**src/rtl/stream_frame_sink_if.sv**
```systemverilog
// Avalon-ST pixel stream bundle: the source drives the beat fields and the sink drives ready.
interface stream_frame_sink_if #(
    parameter int unsigned DATA_W = 8
);
    logic              sink_ready;
    logic              sink_startofpacket;
    logic              sink_endofpacket;
    logic              sink_valid;
    logic [DATA_W-1:0] sink_data;

    modport master (
        input  sink_ready,
        output sink_startofpacket,
        output sink_endofpacket,
        output sink_valid,
        output sink_data
    );

    modport slave (
        output sink_ready,
        input  sink_startofpacket,
        input  sink_endofpacket,
        input  sink_valid,
        input  sink_data
    );
endinterface

```
**src/rtl/stream_frame_sink.sv**
```systemverilog
// Avalon-ST video sink: buffers ready-latency beats, checks frame framing and writes each
// pixel to a linear frame-buffer port, reporting good frames and sticky protocol errors.
module stream_frame_sink #(
    parameter int unsigned WIDTH         = 640,
    parameter int unsigned HEIGHT        = 480,
    parameter int unsigned DATA_W        = 8,
    parameter int unsigned ADDR_W        = 19,
    parameter int unsigned READY_LATENCY = 2,
    parameter int unsigned FIFO_DEPTH    = 8
) (
    input  logic                clock,
    input  logic                reset,
    stream_frame_sink_if.slave  st,
    output logic [ADDR_W-1:0]   wr_addr,
    output logic [DATA_W-1:0]   wr_data,
    output logic                wr_en,
    input  logic                wr_wait,
    input  logic                clear_errors,
    output logic                frame_done,
    output logic [15:0]         frame_count,
    output logic                err_overflow,
    output logic                err_short,
    output logic                err_long,
    output logic                err_orphan
);

    localparam int unsigned NumPix    = WIDTH * HEIGHT;
    localparam bit          SinglePix = (NumPix == 1);
    localparam int unsigned EntW      = DATA_W + 2;
    localparam int unsigned PtrW      = (FIFO_DEPTH > 1) ? $clog2(FIFO_DEPTH) : 1;
    localparam int unsigned CntW      = $clog2(FIFO_DEPTH + 1);
    localparam int unsigned ReadyThr  = FIFO_DEPTH - READY_LATENCY;
    localparam logic [ADDR_W-1:0] LastIdx = ADDR_W'(NumPix - 1);

    typedef enum logic [0:0] {StIdle, StRun} state_e;

    // ---------------- beat FIFO ----------------
    logic [EntW-1:0]   mem_q [FIFO_DEPTH];
    logic [PtrW-1:0]   wr_ptr_q, rd_ptr_q;
    logic [CntW-1:0]   count_q;

    logic              head_valid, head_sop, head_eop;
    logic [DATA_W-1:0] head_data;
    logic [EntW-1:0]   head;
    logic              push, pop, overflow_evt;

    function automatic logic [PtrW-1:0] ptr_inc(input logic [PtrW-1:0] p);
        return (p == PtrW'(FIFO_DEPTH - 1)) ? '0 : p + PtrW'(1);
    endfunction

    assign head       = mem_q[rd_ptr_q];
    assign head_valid = (count_q != '0);
    assign head_sop   = head[EntW-1];
    assign head_eop   = head[EntW-2];
    assign head_data  = head[DATA_W-1:0];

    // Capture does not re-check ready: beats arrive READY_LATENCY cycles after the grant.
    assign push         = st.sink_valid && ((count_q < CntW'(FIFO_DEPTH)) || pop);
    assign overflow_evt = st.sink_valid && !push;

    assign st.sink_ready = !reset && (count_q < CntW'(ReadyThr));

    always_ff @(posedge clock) begin
        if (push) begin
            mem_q[wr_ptr_q] <= {st.sink_startofpacket, st.sink_endofpacket, st.sink_data};
        end
    end

    always_ff @(posedge clock or posedge reset) begin
        if (reset) begin
            wr_ptr_q <= '0;
            rd_ptr_q <= '0;
            count_q  <= '0;
        end else begin
            if (push) begin
                wr_ptr_q <= ptr_inc(wr_ptr_q);
            end
            if (pop) begin
                rd_ptr_q <= ptr_inc(rd_ptr_q);
            end
            if (push && !pop) begin
                count_q <= count_q + CntW'(1);
            end else if (pop && !push) begin
                count_q <= count_q - CntW'(1);
            end
        end
    end

    // ---------------- framing FSM and write port ----------------
    state_e            state_q;
    logic [ADDR_W-1:0] idx_q;
    logic [ADDR_W-1:0] wr_addr_q;
    logic [DATA_W-1:0] wr_data_q;
    logic              wr_en_q;
    logic              wr_last_q;
    logic [15:0]       frame_count_q;
    logic              err_overflow_q, err_short_q, err_long_q, err_orphan_q;

    logic out_free, discard, load, accept_last;

    // The output register can take a new beat unless it holds a stalled request.
    assign out_free    = !wr_en_q || !wr_wait;
    assign discard     = head_valid && (state_q == StIdle) && !head_sop;
    assign load        = head_valid && out_free && !discard;
    assign pop         = discard || load;
    assign accept_last = wr_en_q && !wr_wait && wr_last_q;

    always_ff @(posedge clock or posedge reset) begin
        if (reset) begin
            state_q        <= StIdle;
            idx_q          <= '0;
            wr_addr_q      <= '0;
            wr_data_q      <= '0;
            wr_en_q        <= 1'b0;
            wr_last_q      <= 1'b0;
            frame_count_q  <= '0;
            err_overflow_q <= 1'b0;
            err_short_q    <= 1'b0;
            err_long_q     <= 1'b0;
            err_orphan_q   <= 1'b0;
        end else begin
            // Clear first so a coinciding error event below wins.
            if (clear_errors) begin
                err_overflow_q <= 1'b0;
                err_short_q    <= 1'b0;
                err_long_q     <= 1'b0;
                err_orphan_q   <= 1'b0;
            end
            if (overflow_evt) begin
                err_overflow_q <= 1'b1;
            end
            if (accept_last) begin
                frame_count_q <= frame_count_q + 16'd1;
            end
            if (out_free) begin
                wr_en_q   <= 1'b0;
                wr_last_q <= 1'b0;
            end
            if (discard) begin
                err_orphan_q <= 1'b1;
            end

            if (load) begin
                wr_en_q   <= 1'b1;
                wr_data_q <= head_data;
                wr_last_q <= 1'b0;
                if (head_sop) begin
                    // A SOP always (re)starts the frame at pixel 0.
                    if (state_q == StRun) begin
                        err_short_q <= 1'b1;
                    end
                    wr_addr_q <= '0;
                    idx_q     <= ADDR_W'(1);
                    if (head_eop) begin
                        state_q <= StIdle;
                        if (SinglePix) begin
                            wr_last_q <= 1'b1;
                        end else begin
                            err_short_q <= 1'b1;
                        end
                    end else if (SinglePix) begin
                        state_q    <= StIdle;
                        err_long_q <= 1'b1;
                    end else begin
                        state_q <= StRun;
                    end
                end else if (head_eop) begin
                    wr_addr_q <= idx_q;
                    state_q   <= StIdle;
                    if (idx_q == LastIdx) begin
                        wr_last_q <= 1'b1;
                    end else begin
                        err_short_q <= 1'b1;
                    end
                end else begin
                    wr_addr_q <= idx_q;
                    if (idx_q == LastIdx) begin
                        state_q    <= StIdle;
                        err_long_q <= 1'b1;
                    end else begin
                        idx_q <= idx_q + ADDR_W'(1);
                    end
                end
            end
        end
    end

    assign wr_addr      = wr_addr_q;
    assign wr_data      = wr_data_q;
    assign wr_en        = wr_en_q;
    assign frame_done   = accept_last;
    assign frame_count  = frame_count_q;
    assign err_overflow = err_overflow_q;
    assign err_short    = err_short_q;
    assign err_long     = err_long_q;
    assign err_orphan   = err_orphan_q;

endmodule

```
**src/flat_wrapper.sv**
```systemverilog
// flat-port wrapper written by rule: the top's interface ports become plain ports
module stream_frame_sink_flat 
#(
    parameter int unsigned WIDTH         = 640,
    parameter int unsigned HEIGHT        = 480,
    parameter int unsigned DATA_W        = 8,
    parameter int unsigned ADDR_W        = 19,
    parameter int unsigned READY_LATENCY = 2,
    parameter int unsigned FIFO_DEPTH    = 8
)
  (clock, reset, wr_addr, wr_data, wr_en, wr_wait, clear_errors, frame_done, frame_count, err_overflow, err_short, err_long, err_orphan, st_sink_ready, st_sink_startofpacket, st_sink_endofpacket, st_sink_valid, st_sink_data);
  stream_frame_sink_if #(.DATA_W(DATA_W)) st_i ();
  input  logic clock;
  input  logic reset;
  output logic [ADDR_W-1:0] wr_addr;
  output logic [DATA_W-1:0] wr_data;
  output logic wr_en;
  input  logic wr_wait;
  input  logic clear_errors;
  output logic frame_done;
  output logic [15:0] frame_count;
  output logic err_overflow;
  output logic err_short;
  output logic err_long;
  output logic err_orphan;
  output wire logic [$bits(st_i.sink_ready)-1:0] st_sink_ready;
  input wire logic [$bits(st_i.sink_startofpacket)-1:0] st_sink_startofpacket;
  input wire logic [$bits(st_i.sink_endofpacket)-1:0] st_sink_endofpacket;
  input wire logic [$bits(st_i.sink_valid)-1:0] st_sink_valid;
  input wire logic [$bits(st_i.sink_data)-1:0] st_sink_data;
  assign st_sink_ready = st_i.sink_ready;
  assign st_i.sink_startofpacket = st_sink_startofpacket;
  assign st_i.sink_endofpacket = st_sink_endofpacket;
  assign st_i.sink_valid = st_sink_valid;
  assign st_i.sink_data = st_sink_data;
  stream_frame_sink #(.WIDTH(WIDTH), .HEIGHT(HEIGHT), .DATA_W(DATA_W), .ADDR_W(ADDR_W), .READY_LATENCY(READY_LATENCY), .FIFO_DEPTH(FIFO_DEPTH)) u_core (.clock(clock), .reset(reset), .st(st_i), .wr_addr(wr_addr), .wr_data(wr_data), .wr_en(wr_en), .wr_wait(wr_wait), .clear_errors(clear_errors), .frame_done(frame_done), .frame_count(frame_count), .err_overflow(err_overflow), .err_short(err_short), .err_long(err_long), .err_orphan(err_orphan));
endmodule
```
**config.mk**
```make
export PLATFORM = sky130hd
export DESIGN_NAME = stream_frame_sink_flat
export DESIGN_NICKNAME = d
export VERILOG_FILES = /design/src/rtl/stream_frame_sink_if.sv /design/src/rtl/stream_frame_sink.sv /design/src/flat_wrapper.sv
export SDC_FILE = /design/constraint.sdc
export NUM_CORES = 1
export LEC_CHECK = 0
export BUFFER_PORTS_ARGS = -buffer_cell sky130_fd_sc_hd__buf_2
export CAP_MARGIN = 20
export CORE_MARGIN = 4
export CORE_UTILIZATION = 35
export DETAILED_ROUTE_END_ITERATION = 10
export PLACE_DENSITY = 0.52
export SETUP_SLACK_MARGIN = 0.05
export SYNTH_ARGS = -nofsm -noshare
export SYNTH_HDL_FRONTEND = slang
export SYNTH_SLANG_ARGS = --single-unit
```
**constraint.sdc**
```tcl
create_clock -name clock -period 3.9 [get_ports clock]
set_input_delay 0.39 -clock clock [delete_from_list [all_inputs] [get_ports clock]]
set_output_delay 0.39 -clock clock [all_outputs]
set_load 0.005 [all_outputs]
```
==> flow_summary.yaml, run 1 <==
synthesis:
  synth.distinct_cells: 59
  yosys.area.top_type_share: 0.348
  mappedNetlistArea_um2: 6900
  synth_largest_area_cell: "sky130_fd_sc_hd__edfxtp_1"
  synth_enable_flop_cells: 80
  yosys_warnings: 0
  share_of_synthesized_area_occupied_by_flip_flops_and_latches: 0.635
  synthArstFlopShare: 0.497
  post_synth_inst_count: 509
  synth.top_cells.by_area: "sky130_fd_sc_hd__edfxtp_1 35%, sky130_fd_sc_hd__dfrtp_1 29%, sky130_fd_sc_hd__mux4_2 4.2%"
  synthFlopType: "sky130_fd_sc_hd__edfxtp_1"
  syn-num-nets: 534
  synth_seq_cells: 159
  avgSynthCellArea_um2: 13.6
global_route:
  vias_in_the_first_global_route: 4526
  grt_pass1_wl_mm: 24.5
  maximum_number_of_pins_on_one_net_before_global_route_repair: 46
  initial_antenna_violation_count: 0
  gr-total-overflow: 0
  grt_use_total: 0.144
clock_tree:
  htree_levels: 4
  post_cts.resized_instances: 0
  clock_sinks: 159
  post-cts-setup-buffer-count: 0
  clockBufferDepth: 2
  cts_root_buffer: "sky130_fd_sc_hd__clkbuf_16"
  cts_tree: "yes"
  clk_pin_slew_ns: 0.07
  cts_hold_buf: 0
  later_pin_clock_latency_in_the_skew_report_ns: 0.42
  number_of_clock_buffers_inserted_by_tritoncts: 17
pwr:
  power.density_nw_per_um2: 707
  p_comb_frac: 0.328
  worst_ir_drop_vdd_uv: 372
  design_internal_power_uw: 3720
  power_switching_uw: 2030
  total_power_uw: 5750
  power.static_leakage_uw: 0.00332
  power.share.sequential: 0.391
  p_clk_frac: 0.280
  switching_share: 0.353
sta:
  fin_setup_tns_ns: 0
  number_of_failing_hold_endpoints_at_the_final_stage: 0
  achievable-frequency_mhz: 308
  total_of_endpoints_with_negative_setup_slack_in_the_final_report: 0
  min_period_ns: 3.24
  setup_repair_after_global_routing_missed_its_margin: "no"
  max_slew.worst_pin.slew_ns: 0.894
  final_max_slew_viol_count: 0
  timing.max_slew.rel_slack: 0.402
  post-route-period-util: 0.832
  largest_clock_skew_in_the_final_design_ns: 0.0103
worst_setup_path:
  path_max_fanout: 8
  critical_path_arrival_ns: 3.55
  critical-path-slowest-cell: "sky130_fd_sc_hd__mux4_1"
  crit_chain: "mux4_1 > mux2_2 > nor2_1 > o21ai_1 > inv_1 > ha_1 > inv_1 > ha_1 > a21o_1 > a21oi_1 > xnor2_1 > nor2_1 > xor2_1"
  biggest_cell_delay_along_the_critical_path_ns: 0.61
  critical_path.endpoint_type: "register"
  cp.required_ns: 4.21
  worst_r2r_path_depth: 13
  worst_setup_path_start_kind: "register"
  crit_type: "register to register"
routing:
  detail_route.wl_per_cell_um: 17.2
  post-route-drc-count: 0
  drt_first_iter_violations: 234
  ant_nets: 0
  total_detailed_routing_wirelength_mm: 14.8
  detailedRoute.firstPassIterationCount: 4
  via_per_inst: 5.03
  vias: 4324
die:
  number_of_rows_in_the_core_area: 51
  initial_utilization: 0.356
  boundaryPins: 65
  core_region_area_um2: 19400
  die_x_extent_um: 148
  fp.dieH_um: 148
  die_area_um2: 22000
job:
  max_cap_violations: 0
cells_and_area:
  layout.core_utilization: 0.419
  layout.cell_area.non_filler_um2: 8130
  final_net_count: 606
  n_antenna_cell: 0
  post_route_cells_drive_above_1_share: 0.241
  final_cell_count_no_fill: 859
  syn2layout_area_growth_pct: 17.9
placement:
  dp_hpwl_mm: 9.73
  finalWeightedCongestion: 0.774
  dpl-instance-area_um2: 7560
  io_buffer_count: 64
  numPlacedInstances: 827
min_path:
  worstHoldPathType: "primary input to async pin"
outcome:
  run_status: "finished, final reports clean"
## registers in the layout, indices dropped and copies added (netlist names), 3 cells and up
signal	cells
u_core.idx_q	19
u_core.wr_addr	19
u_core.mem_q	80
u_core.rd_ptr_q	3
u_core.wr_data	8
u_core.wr_ptr_q	3
u_core.frame_count	16
u_core.count_q	4
## per-layer routing
| layer | wire length (um) | vias up | part of all wire | global-route usage |
|---|---|---|---|---|
| met1 | 6400 | 2156 | 0.43 | 0.177 |
| met3 | 635 | 27 | 0.043 | 0.0366 |
| li1 | - | 2056 | - | - |
| met4 | 301 | 0 | 0.020 | 0.0554 |
| met2 | 7470 | 85 | 0.50 | 0.244 |
| met5 | 0 | - | 0 | 0 |
## layout by cell type, fill, tap and decap left out, types with 4 or more instances in the layout
master                      synthesis  layout
sky130_fd_sc_hd__a211oi_1           4       4
sky130_fd_sc_hd__a211o_1            5       5
sky130_fd_sc_hd__o211ai_1           4       4
sky130_fd_sc_hd__mux2_2             8       8
sky130_fd_sc_hd__nand2_1           77      77
sky130_fd_sc_hd__mux4_1             7       7
sky130_fd_sc_hd__ha_1               9       9
sky130_fd_sc_hd__nand3_1           10      10
sky130_fd_sc_hd__buf_4              0      16
sky130_fd_sc_hd__nor3_1             9       9
sky130_fd_sc_hd__a21oi_1            6       6
sky130_fd_sc_hd__mux2i_1           12      12
sky130_fd_sc_hd__xnor2_1           12      12
sky130_fd_sc_hd__a21o_1             4       4
sky130_fd_sc_hd__or4_1              4       4
sky130_fd_sc_hd__dfrtp_1           79      79
sky130_fd_sc_hd__a31oi_1            4       4
sky130_fd_sc_hd__mux4_2            13      13
sky130_fd_sc_hd__nor4_1             9       8
sky130_fd_sc_hd__inv_6              0       6
sky130_fd_sc_hd__xor2_1             7       7
sky130_fd_sc_hd__nor2_1            17      17
sky130_fd_sc_hd__and3_1             4       4
sky130_fd_sc_hd__edfxtp_1          80      80
sky130_fd_sc_hd__buf_2             10      64
sky130_fd_sc_hd__nand2b_1           9       9
sky130_fd_sc_hd__inv_1              8       7
sky130_fd_sc_hd__o21ai_0           36      36
sky130_fd_sc_hd__nand4_1           10      10
sky130_fd_sc_hd__clkbuf_16          0      19
## power groups by stage
stage / Sequential, uW / Clock [uW] / Combinational, uW
3_3_place_gp: 2280 / 0 / 1880
6_report: 2250 / 1610 / 1890
3_5_place_dp: 2290 / 0 / 1930
4_1_cts: 2260 / 1660 / 1930
5_1_grt: 2290 / 1750 / 2110
2_1_floorplan: 2240 / 0 / 1370
## through the flow
step	setup slack [ns]	hold slack, ns
finish	0.655	0.102
global route	0.365	0.163
CTS	0.648	0.138
detailed placement	0.673	0.464
global placement	0.735	0.456
floorplan	0.800	0.468
## synth_stat cells, types with 2 or more instances
cell / number
sky130_fd_sc_hd__edfxtp_1: 80
sky130_fd_sc_hd__dfrtp_1: 79
sky130_fd_sc_hd__nand2_1: 77
sky130_fd_sc_hd__o21ai_0: 36
sky130_fd_sc_hd__nor2_1: 17
sky130_fd_sc_hd__mux4_2: 13
sky130_fd_sc_hd__clkbuf_1: 12
sky130_fd_sc_hd__mux2i_1: 12
sky130_fd_sc_hd__xnor2_1: 12
sky130_fd_sc_hd__buf_2: 10
sky130_fd_sc_hd__nand3_1: 10
sky130_fd_sc_hd__nand4_1: 10
sky130_fd_sc_hd__ha_1: 9
sky130_fd_sc_hd__nand2b_1: 9
sky130_fd_sc_hd__nor3_1: 9
sky130_fd_sc_hd__nor4_1: 9
sky130_fd_sc_hd__inv_1: 8
sky130_fd_sc_hd__mux2_2: 8
sky130_fd_sc_hd__mux4_1: 7
sky130_fd_sc_hd__xor2_1: 7
sky130_fd_sc_hd__a21oi_1: 6
sky130_fd_sc_hd__a211o_1: 5
sky130_fd_sc_hd__a211oi_1: 4
sky130_fd_sc_hd__a21o_1: 4
sky130_fd_sc_hd__a31oi_1: 4
sky130_fd_sc_hd__and3_1: 4
sky130_fd_sc_hd__buf_6: 4
sky130_fd_sc_hd__o211ai_1: 4
sky130_fd_sc_hd__or4_1: 4
sky130_fd_sc_hd__o31ai_1: 3
sky130_fd_sc_hd__and4_1: 2
sky130_fd_sc_hd__nor3b_1: 2
sky130_fd_sc_hd__o211ai_2: 2
sky130_fd_sc_hd__o2bb2ai_1: 2
## critical path, delay by kind of cell (launching register included)
family,cells,cell delay (ns)
compound gates,3,0.56
xor+xnor,2,0.27
fa+ha+maj,2,0.46
buf+inv,2,0.20
flops,1,0.42
mux,2,0.99
simple gates,2,0.23
## cells by family (layout without fill, tap and decap cells)
kind of cell / after synthesis / count (layout) / share of synthesized area
mux: 42 / 42 / 0.105
fa+ha+maj: 10 / 10 / 0.0192
xor+xnor: 19 / 19 / 0.0241
buf+inv: 36 / 121 / 0.0259
simple gates: 160 / 160 / 0.112
flops: 159 / 159 / 0.635
compound gates: 83 / 83 / 0.0796
## worst paths after layout
kind,from,endpoint,slack [ns]
max in group asynchronous,reset,u_core.frame_count[2],2.83
worst max register to register,u_core.rd_ptr_q[0],u_core.count_q[3],0.66
min in group clock,clear_errors,u_core.err_orphan,0.16
worst min register to register,u_core.wr_addr[8],u_core.wr_addr[8],0.47
worst max-delay path,u_core.rd_ptr_q[0],u_core.count_q[3],0.66
worst min-delay path,reset,u_core.err_orphan,0.10
## final cells by class
type                       count  area [um2]
fill                        1809       11300
sequential                   159        4380
multi-input combinational    314        2360
clock buffer                  21         483
timing repair buffer          81         460
tap                          265         332
clock inverter                11        92.6
inverter                       8        31.3
(Power assumes the default switching activity.)
==> inputs of run 2 (changes only) <==
--- a/config.mk
+++ b/config.mk
@@ -5,6 +5,7 @@
 export SDC_FILE = /design/constraint.sdc
 export NUM_CORES = 1
 export LEC_CHECK = 0
+export ABC_AREA = 1
 export BUFFER_PORTS_ARGS = -buffer_cell sky130_fd_sc_hd__buf_2
 export CAP_MARGIN = 20
 export CORE_MARGIN = 4
==> constraint.sdc (replaced) <==
create_clock -name clock -period 3.1 [get_ports clock]
set_input_delay 0.31 -clock clock [delete_from_list [all_inputs] [get_ports clock]]
set_output_delay 0.31 -clock clock [all_outputs]
set_load 0.005 [all_outputs]
==> run 2 against run 1 <==
  * Fmax grew 23%
  * Clock skew shrank 0.0014 ns
  * Hold slack gained 0.036 ns
  * Cell area grew 4.8%
  * Wire length grew 6.0%
  * Critical path depth grew 5
  * Register-to-register slack lost 0.20 ns
  * Clock-buffer cell count shrank 4
  * Total power grew 29%
  * Sequential power grew 24%
  * Critical path type unchanged
==> flow_summary.yaml, run 2 <==
cells_and_area:
  mostFrequentLayoutCell: "sky130_fd_sc_hd__nand2_1"
  layout.cell_area.non_filler_um2: 8530
  multiInputGateArea_um2: 2570
  fillCellCount: 2087
  final_cell_count_no_fill: 1119
  final_cell_mix: "203 x sky130_fd_sc_hd__nand2_1, 103 x sky130_fd_sc_hd__nor2_1, 80 x sky130_fd_sc_hd__edfxtp_1"
  post_route_cells_drive_above_1_share: 0.174
  syn2layout_area_growth_pct: 15.8
  largest-register: "u_core.mem_q"
  n_antenna_cell: 0
  regArea_um2: 4380
  largest_register_ffs: 80
  final_net_count: 861
placement:
  dp_hpwl_mm: 10.7
  io_buffer_count: 64
  finalWeightedCongestion: 0.812
  dpl-instance-area_um2: 7960
  numPlacedInstances: 1086
  dpl_ws_ns: 0.463
die:
  initial_utilization: 0.359
  fp.dieH_um: 153
  core_region_area_um2: 20500
  boundaryPins: 65
  number_of_rows_in_the_core_area: 52
  die_x_extent_um: 153
  die_area_um2: 23400
routing:
  vias: 5122
  drt_first_iter_violations: 228
  post-route-drc-count: 0
  detailedRoute.firstPassIterationCount: 5
  ant_nets: 0
  total_detailed_routing_wirelength_mm: 15.7
  via_per_inst: 4.58
  detail_route.wl_per_cell_um: 14.0
global_route:
  initial_antenna_violation_count: 1
  grt_pass1_wl_mm: 26.2
  vias_in_the_first_global_route: 4865
  maximum_number_of_pins_on_one_net_before_global_route_repair: 39
  gr-total-overflow: 0
  grt_use_total: 0.139
sta:
  min_period_ns: 2.64
  final_max_slew_viol_count: 0
  number_of_failing_hold_endpoints_at_the_final_stage: 0
  timing.max_slew.rel_slack: 0.697
  achievable-frequency_mhz: 378
  post-route-worst-setup-slack_ns: 0.457
  post-route-period-util: 0.853
  setup_repair_after_global_routing_missed_its_margin: "no"
  max_slew.worst_pin.slew_ns: 0.455
  largest_clock_skew_in_the_final_design_ns: 0.00890
  fin_setup_tns_ns: 0
  total_of_endpoints_with_negative_setup_slack_in_the_final_report: 0
worst_setup_path:
  worst_setup_path_start_kind: "register"
  crit_type: "register to register"
  rrSetupSlack_ns: 0.46
  cp.required_ns: 3.44
  startpoint: "u_core.rd_ptr_q[0]"
  critical_path.endpoint_type: "register"
  path_max_fanout: 11
  regToRegEndpoint: "u_core.count_q[3]"
  worst_r2r_path_depth: 18
  worstReg2RegStart: "u_core.rd_ptr_q[0]"
  critical_path_arrival_ns: 2.98
  crit_path_end: "u_core.count_q[3]"
outcome:
  run_status: "finished, final reports clean"
min_path:
  worstHoldPathType: "primary input to register"
synthesis:
  share_of_synthesized_area_occupied_by_flip_flops_and_latches: 0.595
  post_synth_inst_count: 765
  syn-num-nets: 790
  synth_largest_area_cell: "sky130_fd_sc_hd__edfxtp_1"
  synth_seq_cells: 159
  synth.top_cells.by_area: "sky130_fd_sc_hd__edfxtp_1 33%, sky130_fd_sc_hd__dfrtp_1 27%, sky130_fd_sc_hd__nand2_1 10%"
  yosys.area.top_type_share: 0.326
  yosysMostFrequentCell: "sky130_fd_sc_hd__nand2_1"
  synth.distinct_cells: 35
  synthArstFlopShare: 0.497
  synthTopCellsByCount: "203 x sky130_fd_sc_hd__nand2_1, 103 x sky130_fd_sc_hd__nor2_1, 80 x sky130_fd_sc_hd__edfxtp_1"
  synth_enable_flop_cells: 80
  yosys_warnings: 0
  synthFlopType: "sky130_fd_sc_hd__edfxtp_1"
  mappedNetlistArea_um2: 7360
  avgSynthCellArea_um2: 9.63
clock_tree:
  clock_sinks: 159
  clockBufferDepth: 2
  cts_tree: "yes"
  post_cts.resized_instances: 0
  number_of_clock_buffers_inserted_by_tritoncts: 17
  clk_pin_slew_ns: 0.06
  htree_levels: 4
  cts_root_buffer: "sky130_fd_sc_hd__clkbuf_16"
  cts_hold_buf: 1
  post-cts-setup-buffer-count: 0
  later_pin_clock_latency_in_the_skew_report_ns: 0.42
pwr:
  worst_ir_drop_vdd_uv: 471
  power_switching_uw: 2900
  switching_share: 0.391
  design_internal_power_uw: 4520
  p_comb_frac: 0.355
  power.density_nw_per_um2: 870
  power.static_leakage_uw: 0.00379
  power.share.sequential: 0.378
  p_clk_frac: 0.267
  total_power_uw: 7420
job:
  max_cap_violations: 0
-- run 2: cell count changes after synthesis, moves of 9 or more --
cell                       delta
sky130_fd_sc_hd__o211ai_1    +12
sky130_fd_sc_hd__inv_1       +45
sky130_fd_sc_hd__mux2i_1     -12
sky130_fd_sc_hd__xor2_1      +14
sky130_fd_sc_hd__mux4_2      -13
sky130_fd_sc_hd__o21ai_1     +20
sky130_fd_sc_hd__nand2_1    +126
sky130_fd_sc_hd__nand3_1     +33
sky130_fd_sc_hd__nor4_1       -9
sky130_fd_sc_hd__nor2_1      +86
sky130_fd_sc_hd__nand2_2     +13
sky130_fd_sc_hd__nand2b_1     -9
-- run 2: cell type report --
cell class | instances | share of cell area
Multi-Input combinational cell | 518 | 0.301
Tap cell | 270 | 0.0396
Inverter | 57 | 0.0255
Clock buffer | 17 | 0.0499
Sequential cell | 159 | 0.514
Timing Repair Buffer | 83 | 0.0546
Clock inverter | 15 | 0.0157
-- run 2: power by group through the flow --
stage	clock network, uW	logic (uW)	registers [uW]
2_1_floorplan	0	2140	2790
3_3_place_gp	0	2700	2840
3_5_place_dp	0	2710	2850
4_1_cts	2040	2720	2810
5_1_grt	2130	3030	2850
6_report	1980	2630	2800
-- run 2: kinds of logic after synthesis --
logic type / Yosys count / synth area share
flip-flops: 159 / 0.595
adder cells (fa/ha/maj): 10 / 0.0180
XOR/XNOR: 31 / 0.0369
AO/OA/AOI/OAI: 88 / 0.0664
buffers and inverters: 88 / 0.0567
multiplexers: 1 / 0.00153
AND/OR/NAND/NOR: 388 / 0.226
-- run 2: worst min-delay path by stage --
stage / from / end / depth (start not counted)
4_1_cts: wr_wait / u_core.wr_en / 3
3_3_place_gp: reset / u_core.count_q[2] / 2
3_5_place_dp: reset / u_core.count_q[2] / 2
6_report: wr_wait / u_core.wr_en / 3
2_1_floorplan: st_sink_data[0] / u_core.mem_q[0][0] / 0
5_1_grt: wr_wait / u_core.wr_en / 3
-- run 2: critical path, stage by stage, from the launching register on --
cell and delay [ns]:
sky130_fd_sc_hd__dfrtp_1 0.54, sky130_fd_sc_hd__inv_2 0.11, sky130_fd_sc_hd__nand2_1 0.08, sky130_fd_sc_hd__nand3_1 0.08, sky130_fd_sc_hd__nand3_2 0.09, sky130_fd_sc_hd__nand2_2 0.06, sky130_fd_sc_hd__nand2_2 0.11, sky130_fd_sc_hd__nand3_2 0.13
sky130_fd_sc_hd__nand2_1 0.11, sky130_fd_sc_hd__inv_1 0.04, sky130_fd_sc_hd__ha_1 0.19, sky130_fd_sc_hd__inv_1 0.13, sky130_fd_sc_hd__ha_1 0.25, sky130_fd_sc_hd__nand2_1 0.07, sky130_fd_sc_hd__nand2_1 0.04, sky130_fd_sc_hd__a21oi_1 0.17
sky130_fd_sc_hd__o21bai_1 0.08, sky130_fd_sc_hd__a21oi_1 0.14, sky130_fd_sc_hd__xor2_1 0.15
-- run 2: layer usage --
layer | vias up | GRT usage | wire, um
met1 | 2396 | 0.176 | 7090
li1 | 2656 | - | -
met3 | 15 | 0.0277 | 415
met2 | 53 | 0.238 | 7980
met5 | - | 0 | 13
met4 | 2 | 0.0445 | 201
-- run 2: through the flow --
step                 util  hold WS, ns
floorplan               -        0.409
global placement    0.388        0.301
detailed placement  0.388        0.304
CTS                 0.416        0.122
global route        0.416        0.162
finish              0.416        0.138
==> inputs of run 3 (changes only) <==
--- a/config.mk
+++ b/config.mk
@@ -5,12 +5,12 @@
 export SDC_FILE = /design/constraint.sdc
 export NUM_CORES = 1
 export LEC_CHECK = 0
-export ABC_AREA = 1
 export BUFFER_PORTS_ARGS = -buffer_cell sky130_fd_sc_hd__buf_2
 export CAP_MARGIN = 20
 export CORE_MARGIN = 4
 export CORE_UTILIZATION = 35
 export DETAILED_ROUTE_END_ITERATION = 10
+export GPL_TIMING_DRIVEN = 0
 export PLACE_DENSITY = 0.52
 export SETUP_SLACK_MARGIN = 0.05
 export SYNTH_ARGS = -nofsm -noshare
==> constraint.sdc (replaced) <==
create_clock -name clock -period 3.3 [get_ports clock]
set_input_delay 0.33 -clock clock [delete_from_list [all_inputs] [get_ports clock]]
set_output_delay 0.33 -clock clock [all_outputs]
set_load 0.005 [all_outputs]
==> run 3 against run 2 <==
  * Die area decreased by 6.0%
  * Critical path type unchanged
  * Flip-flop and latch count unchanged
  * Register-to-register slack got worse by 0.29 ns
  * Clock-buffer cell count increased by 1
  * Total power shrank 3.8%
  * Sequential share of layout area rose by 1.2 points
  * Clock power barely moved
  * Combinational power is 6% lower
  * Critical path depth down 5
  * Largest power group unchanged
  * Hold slack worse by 0.032 ns
==> flow_summary.yaml, run 3 (same netlist as run 1, synthesis figures left out) <==
clock_tree:
  clock_sinks: 159
  clk_pin_slew_ns: 0.07
  cts_tree: "yes"
  clockBufferDepth: 2
  number_of_clock_buffers_inserted_by_tritoncts: 17
  cts_root_buffer: "sky130_fd_sc_hd__clkbuf_16"
  htree_levels: 4
  later_pin_clock_latency_in_the_skew_report_ns: 0.42
routing:
  post-route-drc-count: 0
  detailedRoute.firstPassIterationCount: 4
  vias: 4424
  ant_nets: 0
  drt_first_iter_violations: 368
  via_per_inst: 5.03
  detail_route.wl_per_cell_um: 18.1
  total_detailed_routing_wirelength_mm: 15.9
sta:
  timing.max_slew.rel_slack: 0.318
  setup_repair_after_global_routing_missed_its_margin: "no"
  achievable-frequency_mhz: 320
  min_period_ns: 3.13
  largest_clock_skew_in_the_final_design_ns: 0.00839
  post-route-period-util: 0.948
  post-route-worst-setup-slack_ns: 0.171
  final_max_slew_viol_count: 0
  total_of_endpoints_with_negative_setup_slack_in_the_final_report: 0
  number_of_failing_hold_endpoints_at_the_final_stage: 0
  max_slew.worst_pin.slew_ns: 1.02
pwr:
  power.share.sequential: 0.376
  power_switching_uw: 2530
  p_comb_frac: 0.346
  power.density_nw_per_um2: 857
  p_clk_frac: 0.278
  worst_ir_drop_vdd_uv: 492
  switching_share: 0.354
  power.static_leakage_uw: 0.00337
  design_internal_power_uw: 4610
placement:
  dp_hpwl_mm: 11.1
  dpl_ws_ns: -0.469
  dpl-instance-area_um2: 7670
  io_buffer_count: 63
  finalWeightedCongestion: 0.820
worst_setup_path:
  critical_path.endpoint_type: "register"
  worst_r2r_path_depth: 13
  path_max_fanout: 8
  crit_type: "register to register"
  critical_path_arrival_ns: 3.43
  worst_setup_path_start_kind: "register"
  cp.required_ns: 3.60
global_route:
  vias_in_the_first_global_route: 4556
  global_route.peak_usage_layer: "met2"
  grt_pass1_wl_mm: 25.4
  grt_met1_use: 0.184
  initial_antenna_violation_count: 1
  grt_use_total: 0.151
  globalRouteMet3Util: 0.0427
  maximum_number_of_pins_on_one_net_before_global_route_repair: 45
  gr-total-overflow: 0
  met2_usage: 0.260
die:
  initial_utilization: 0.356
  die_area_um2: 22000
  number_of_rows_in_the_core_area: 51
  fp.dieH_um: 148
  core_region_area_um2: 19400
  die_x_extent_um: 148
  boundaryPins: 65
cells_and_area:
  largest-register: "u_core.mem_q"
  fillCellCount: 1855
  layout.core_utilization: 0.430
  final_cell_mix: "80 x sky130_fd_sc_hd__edfxtp_1, 78 x sky130_fd_sc_hd__dfrtp_1, 77 x sky130_fd_sc_hd__nand2_1"
  post_route_cells_drive_above_1_share: 0.257
  n_antenna_cell: 0
  final_net_count: 626
  syn2layout_area_growth_pct: 20.7
  mostFrequentLayoutCell: "sky130_fd_sc_hd__edfxtp_1"
  layout.cell_area.non_filler_um2: 8330
  largest_register_ffs: 80
min_path:
  min_delay_path_depth: 2
  worstHoldPathType: "primary input to register"
job:
  max_cap_violations: 0
outcome:
  run_status: "finished, final reports clean"
-- run 3: changes by cell type in the layout (fill, tap and decap cells not counted), moves of 15 or more --
cell,delta
sky130_fd_sc_hd__o21ai_1,-21
sky130_fd_sc_hd__buf_4,-17
sky130_fd_sc_hd__inv_1,-45
sky130_fd_sc_hd__nand3_1,-33
sky130_fd_sc_hd__mux4_2,+15
sky130_fd_sc_hd__nor2_1,-87
sky130_fd_sc_hd__nand2_1,-126
-- run 3: power by group through the flow --
stage	Clock [uW]	Combinational, uW	Sequential, uW
final	1990	2470	2680
after global routing	2130	2720	2730
after CTS	2030	2500	2680
after detailed placement	0	2450	2710
after global placement	0	2350	2680
after floorplan	0	1620	2650
-- run 3: through the flow --
stage	instances	total power [uW]	hold WS, ns	setup TNS [ns]
2_1_floorplan	509	4270	0.426	0
3_3_place_gp	837	5030	0.456	-42.94
3_5_place_dp	844	5160	0.412	-0.806
4_1_cts	877	7210	0.0782	0
5_1_grt	879	7580	0.0929	0
6_report	879	7140	0.107	0
-- run 3: path summary, 6_finish.rpt --
| path | start | endpoint | slack (ns) |
|---|---|---|---|
| setup reg to reg | u_core.rd_ptr_q[0] | u_core.count_q[3] | 0.17 |
| max in group asynchronous | reset | u_core.wr_data[3] | 2.20 |
| hold / removal | clear_errors | u_core.err_orphan | 0.11 |
| hold reg to reg | u_core.wr_addr[5] | u_core.wr_addr[5] | 0.47 |
| min in group asynchronous | reset | u_core.count_q[2] | 0.50 |
| setup / recovery | u_core.rd_ptr_q[0] | u_core.count_q[3] | 0.17 |
-- run 3: area by class of cell --
class / count / area (um2) / area share
buffer: 28 / 149 / 0.0179
clock buffer: 18 / 429 / 0.0515
clock inverter: 14 / 164 / 0.0197
inverter: 8 / 32.5 / 0.00390
multi-input combinational: 314 / 2410 / 0.289
sequential: 159 / 4380 / 0.526
tap: 265 / 332 / 0.0398
timing repair buffer: 73 / 439 / 0.0527
-- run 3: critical path, cell delays in order, from the launching register on --
cell and delay (ns):
sky130_fd_sc_hd__dfrtp_2 0.44, sky130_fd_sc_hd__mux4_2 0.57, sky130_fd_sc_hd__mux2_4 0.35, sky130_fd_sc_hd__nor2_2 0.18, sky130_fd_sc_hd__o21ai_4 0.13, sky130_fd_sc_hd__inv_1 0.08
sky130_fd_sc_hd__ha_1 0.17, sky130_fd_sc_hd__inv_1 0.10, sky130_fd_sc_hd__ha_1 0.29, sky130_fd_sc_hd__a21o_1 0.18, sky130_fd_sc_hd__a21oi_1 0.18, sky130_fd_sc_hd__xnor2_1 0.14
sky130_fd_sc_hd__nor2_1 0.06, sky130_fd_sc_hd__xor2_1 0.14
-- run 3: routing by layer --
layer  up-vias  routed length (um)
met1      2201                6800
met2        91                8130
met3        26                 654
met5         -                  14
met4         2                 299
li1       2104                   -
-- run 3: repair_timing --
item	CTS	global route
hold buffers	1	0
pin swaps	0	0
setup buffers	0	1
gates resized for setup	8	3
endpoints found under the hold margin	35	0
setup endpoints to repair	13	1
